### src/rtl/div_iter_pkg.sv
// Shared processor package: divider op encodings, FSM state encoding and
// the iteration count used by div_iter.
package div_iter_pkg;

   localparam logic [1:0] DIV_OP_DIV  = 2'b00;
   localparam logic [1:0] DIV_OP_DIVU = 2'b01;
   localparam logic [1:0] DIV_OP_REM  = 2'b10;
   localparam logic [1:0] DIV_OP_REMU = 2'b11;

   localparam int DIV_ITER = 32;

   typedef enum logic [1:0] {
      DIV_IDLE = 2'b00,
      DIV_RUN  = 2'b01,
      DIV_FIX  = 2'b10,
      DIV_DONE = 2'b11
   } div_state_t;

endpackage

### src/rtl/div_iter_sub.sv
// DSP adder/subtractor used as the divider's trial subtractor.
// Ports:
//   input1   : 32-bit first operand
//   input2   : 32-bit second operand
//   addsubin : 1 = input1 - input2, 0 = input1 + input2
//   out      : 32-bit result (purely combinational)
module div_iter_sub (
   input  logic [31:0] input1,
   input  logic [31:0] input2,
   input  logic        addsubin,
   output logic [31:0] out
);

   assign out = addsubin ? (input1 - input2) : (input1 + input2);

endmodule

### src/rtl/div_iter.sv
// Iterative 32-bit divide/remainder unit for RV32M DIV/DIVU/REM/REMU.
// Restoring division, one quotient bit per cycle (MSB first), followed by a
// one-cycle sign fix-up. Divide-by-zero and signed overflow finish at accept.
// Ports:
//   clk, rst_n : clock, asynchronous active-low reset
//   start      : request, sampled only in IDLE or DONE
//   op         : 00 DIV, 01 DIVU, 10 REM, 11 REMU (captured with start)
//   dividend   : 32-bit dividend (captured with start)
//   divisor    : 32-bit divisor (captured with start)
//   busy       : high while iterating or fixing signs
//   done       : one-cycle pulse, result valid
//   result     : quotient or remainder, held until the next accepted start
module div_iter
   import div_iter_pkg::*;
(
   input  logic        clk,
   input  logic        rst_n,
   input  logic        start,
   input  logic [1:0]  op,
   input  logic [31:0] dividend,
   input  logic [31:0] divisor,
   output logic        busy,
   output logic        done,
   output logic [31:0] result
);

   div_state_t  state;
   logic [1:0]  op_q;
   logic        neg_dvd;
   logic        neg_dvs;
   logic [31:0] dvd_sh;    // dividend magnitude, shifted out MSB first
   logic [31:0] dvs_mag;
   logic [31:0] quot;
   // Partial remainder. Its 33rd bit is always 0 after an update (an accepted
   // difference is < |divisor|, a rejected S has S[32]=0), so only the low
   // 32 bits are stored; the live 33rd bit is carried by s[32].
   logic [31:0] rem;
   logic [4:0]  cnt;

   logic [32:0] s;
   logic [31:0] diff;
   logic        take;

   logic        signed_op;
   logic        a_neg;
   logic        b_neg;
   logic        div_zero;
   logic        ovf;
   logic        is_rem_in;
   logic [31:0] special_res;

   function automatic logic [31:0] cond_neg(input logic signed [31:0] v,
                                            input logic neg);
      return neg ? -v : v;
   endfunction

   assign s = {rem, dvd_sh[31]};

   div_iter_sub u_sub (
      .input1   (s[31:0]),
      .input2   (dvs_mag),
      .addsubin (1'b1),
      .out      (diff)
   );

   // With s[32] set, S exceeds any 32-bit divisor; the low 32 bits of the
   // difference are still exact because the true difference is < 2^32.
   assign take = s[32] | (s[31:0] >= dvs_mag);

   assign signed_op   = (op == DIV_OP_DIV) || (op == DIV_OP_REM);
   assign is_rem_in   = (op == DIV_OP_REM) || (op == DIV_OP_REMU);
   assign a_neg       = signed_op & dividend[31];
   assign b_neg       = signed_op & divisor[31];
   assign div_zero    = (divisor == 32'd0);
   assign ovf         = signed_op && (dividend == 32'h8000_0000) &&
                        (divisor == 32'hFFFF_FFFF);
   assign special_res = div_zero ? (is_rem_in ? dividend : 32'hFFFF_FFFF)
                                 : (is_rem_in ? 32'd0 : 32'h8000_0000);

   always_ff @(posedge clk or negedge rst_n) begin
      if (!rst_n) begin
         state   <= DIV_IDLE;
         op_q    <= 2'b00;
         neg_dvd <= 1'b0;
         neg_dvs <= 1'b0;
         dvd_sh  <= 32'd0;
         dvs_mag <= 32'd0;
         quot    <= 32'd0;
         rem     <= 32'd0;
         cnt     <= 5'd0;
         busy    <= 1'b0;
         done    <= 1'b0;
         result  <= 32'd0;
      end else begin
         case (state)
            DIV_IDLE, DIV_DONE: begin
               done <= 1'b0;
               if (start) begin
                  op_q    <= op;
                  neg_dvd <= a_neg;
                  neg_dvs <= b_neg;
                  dvd_sh  <= cond_neg(dividend, a_neg);
                  dvs_mag <= cond_neg(divisor, b_neg);
                  quot    <= 32'd0;
                  rem     <= 32'd0;
                  cnt     <= 5'd0;
                  if (div_zero || ovf) begin
                     result <= special_res;
                     done   <= 1'b1;
                     state  <= DIV_DONE;
                  end else begin
                     busy  <= 1'b1;
                     state <= DIV_RUN;
                  end
               end else begin
                  state <= DIV_IDLE;
               end
            end
            DIV_RUN: begin
               rem    <= take ? diff : s[31:0];
               quot   <= {quot[30:0], take};
               dvd_sh <= {dvd_sh[30:0], 1'b0};
               cnt    <= cnt + 5'd1;
               if (cnt == 5'(DIV_ITER - 1))
                  state <= DIV_FIX;
            end
            DIV_FIX: begin
               // Sign flags are only ever set for DIV/REM.
               if ((op_q == DIV_OP_REM) || (op_q == DIV_OP_REMU))
                  result <= cond_neg(rem, neg_dvd);
               else
                  result <= cond_neg(quot, neg_dvd ^ neg_dvs);
               busy  <= 1'b0;
               done  <= 1'b1;
               state <= DIV_DONE;
            end
            default: state <= DIV_IDLE;
         endcase
      end
   end

endmodule

### config.mk
export PLATFORM = sky130hd
export DESIGN_NAME = div_iter
export DESIGN_NICKNAME = d
export VERILOG_FILES = /design/src/rtl/div_iter_pkg.sv /design/src/rtl/div_iter_sub.sv /design/src/rtl/div_iter.sv
export SDC_FILE = /design/constraint.sdc
export NUM_CORES = 1
export LEC_CHECK = 0
export CORE_MARGIN = 2
export CORE_UTILIZATION = 61
export CTS_BUF_LIST = sky130_fd_sc_hd__clkbuf_16
export DETAILED_ROUTE_END_ITERATION = 16
export HOLD_SLACK_MARGIN = 0.03
export PLACE_DENSITY_LB_ADDON = 0.1
export SLEW_MARGIN = 20
export SYNTH_ARGS = -nofsm -noshare
export SYNTH_HDL_FRONTEND = slang
export SYNTH_HIERARCHICAL = 1
export SYNTH_SLANG_ARGS = --single-unit
### constraint.sdc
create_clock -name clk -period 3.6 [get_ports clk]
set_clock_uncertainty 0.05 [all_clocks]
set_input_delay 0.72 -clock clk [delete_from_list [all_inputs] [get_ports clk]]
set_output_delay 0.72 -clock clk [all_outputs]
set_load 0.05 [all_outputs]
==> metrics.yaml, run 1 <==
outcome: "finished, final reports clean"
grt_max_degree: 97
grt_pass1_vias: 12500
num_vias: 13200
startpoint: "dvs_mag[0]"
die-area_mm2: 0.0240
first_iter_violations: 1133
grt_first_pass_wirelength_um: 63500
yosys.area.top_type: "dfrtp_1"
tns_ps: 0
final_util: 0.716
wl_per_cell_um: 18.8
cap_violations: 0
r2r_cells: 12
cts_hold_buf: 0
ioPinCount: 103
cts.path.max_buffers: 2
layout_commonest_cell: "nand2_1"
crit_path_end: "rem[30]"
synth_top_area_share: 0.310
postSynthAreaPerCell_um2: 8.14
critPathMaxFanout: 6
totalWireLength_um: 39300
synth_cells: 1708
layout.cells.non_filler: 2093
syn_area_mm2: 0.0139
cts_resized: 0
ys_seq_area_frac: 0.310
r2r_end: "rem[30]"
io_buffers: 102
die_h_um: 155
period_share: 0.934
worstSetupStartpointType: "register"
gr-usage-all-layers: 0.329
start_util: 0.618
die_width_um: 155
first_pass_iters: 5
power_density_mw_per_mm2: 705
ir_drop_v: 0.000490
drc: 0
cts_sinks: 172
via_per_inst: 6.28
synth.distinct_cells: 80
insertion_delay_ps: 460
r2r_slack_ps: 240
worst_pin_slew_ps: 1040
synth_seq_cells: 172
core-area_mm2: 0.0225
overflow: 0
fin_crit_ps: 3360
final_layout_size_suffix_gt1_frac: 0.0874
cp.arrival_ps: 3650
fin_nets: 1939
fmax_ghz: 0.298
hold_slack_ps: 194
worst_ep_required_time_ps: 3890
cts_tree: "yes"
cts_setup_buffers: 0
place.gp.congestion: 0.943
hp-class: "in2async"
dp.cells: 2061
cts_made_buffers: 17
synth_edf_count: 0
path_class: "reg2reg"
ant_nets: 0
synthToLayoutAreaGrowth_pct: 16.0
antenna_found_initial: 0
async_flop_share: 1.00
dpl.hpwl_um: 30000
ys.flop_type: "dfrtp_1"
clk_pin_slew_worst_paths_ps: 90
rsz0062_at_grt: "no"
leakage_nw: 7.30
slew_viol_final: 0
rows: 55
diodes: 0
ys_top_cells_by_area: "dfrtp_1, xnor2_1, ha_1"
finalSetupViolCount: 0
htree_num_levels: 4
clockRootBuffer: "clkbuf_16"
yosys_warnings: 6
r2r-start: "dvs_mag[0]"
final_cell_mix: "nand2_1, dfrtp_1, nor2_1"
setup.worst_path.end_class: "register"
hold_viol_final: 0
slew_headroom: 0.302
Yosys cell counts (15+ instances only):
library cell / count
nand2_1: 203
dfrtp_1: 172
nor2_1: 119
a21oi_1: 115
xnor2_1: 113
o21ai_0: 109
clkbuf_1: 93
nand3_1: 77
ha_1: 74
xor2_1: 65
inv_1: 62
nor3_1: 47
and3_1: 36
a221o_1: 34
o21ai_1: 26
o31ai_1: 26
nand2b_1: 24
a21o_1: 23
nand4_1: 21
o41ai_1: 20
or3_1: 18
o22ai_1: 16
a31oi_1: 15
report_power, final:
| part | leakage (nW) | total, mW | internal [mW] | switching [mW] |
|---|---|---|---|---|
| registers | 2.25 | 3.10 | 2.50 | 0.591 |
| logic | 4.75 | 6.29 | 2.23 | 4.06 |
| clock network | 0.308 | 1.97 | 0.975 | 0.999 |
per-layer routing:
layer  vias up  track usage  part of all wire
met5         -            0                 0
met4         0        0.152             0.042
met3       110       0.0454             0.055
met2       467        0.564              0.48
met1      6224        0.414              0.42
li1       6353            -                 -
worst min-delay path by stage:
stage          slack (ps)  cells after the start       end
2_1_floorplan         370                      0      busy
3_3_place_gp          410                      2    cnt[4]
3_5_place_dp          420                      2    cnt[4]
4_1_cts               240                      1  quot[16]
5_1_grt               260                      1  quot[14]
6_report              190                      1  quot[16]
registers in the layout (all words and copies together) (netlist names):
signal	cells
dvd_sh	32
dvs_mag	32
quot	32
rem	32
result	32
cnt	5
state	2
busy	1
done	1
neg_dvd	1
neg_dvs	1
op_q	1
through the flow:
| stage | setup slack [ps] | power (mW) | instance area, um^2 |
|---|---|---|---|
| CTS | 283 | 11.3 | 16100 |
| floorplan | 524 | 7.48 | 13900 |
| global route | 135 | 12.1 | 16100 |
| detailed placement | -66.3 | 9.31 | 15500 |
| finish | 239 | 11.4 | 16100 |
| global placement | 37.6 | 9.10 | 15500 |
cell type report:
type / instances / area (um^2)
Clock buffer: 17 / 425
Clock inverter: 15 / 219
Fill cell: 1833 / 6380
Inverter: 62 / 233
Multi-Input combinational cell: 1369 / 8980
Sequential cell: 172 / 4300
Tap cell: 285 / 357
Timing Repair Buffer: 173 / 1610
kinds of logic after synthesis:
group | share of synthesized area
simple gates | 0.221
compound gates | 0.234
xor+xnor | 0.112
flops | 0.310
buf+inv | 0.0490
fa+ha+maj | 0.0681
mux | 0.00585
other cells | 0.000270
critical path, cell delays in order, from the launching register on:
cell      delay, ps
dfrtp_1         480
ha_1            220
inv_1            60
fa_1            390
a21o_1          220
a221oi_4        340
o221ai_2        200
a211oi_2        420
nor3b_1         130
nor3_2          190
xnor2_1          80
and3_1          160
a221o_1         280
Note: power is estimated with default switching activity, not from simulation.
==> run 2, diff against run 1 <==
- SKIP_LAST_GASP: not set -> 1
==> results of run 2 <==
Same layout as run 1: the final DEF is identical, and so are final timing and power.
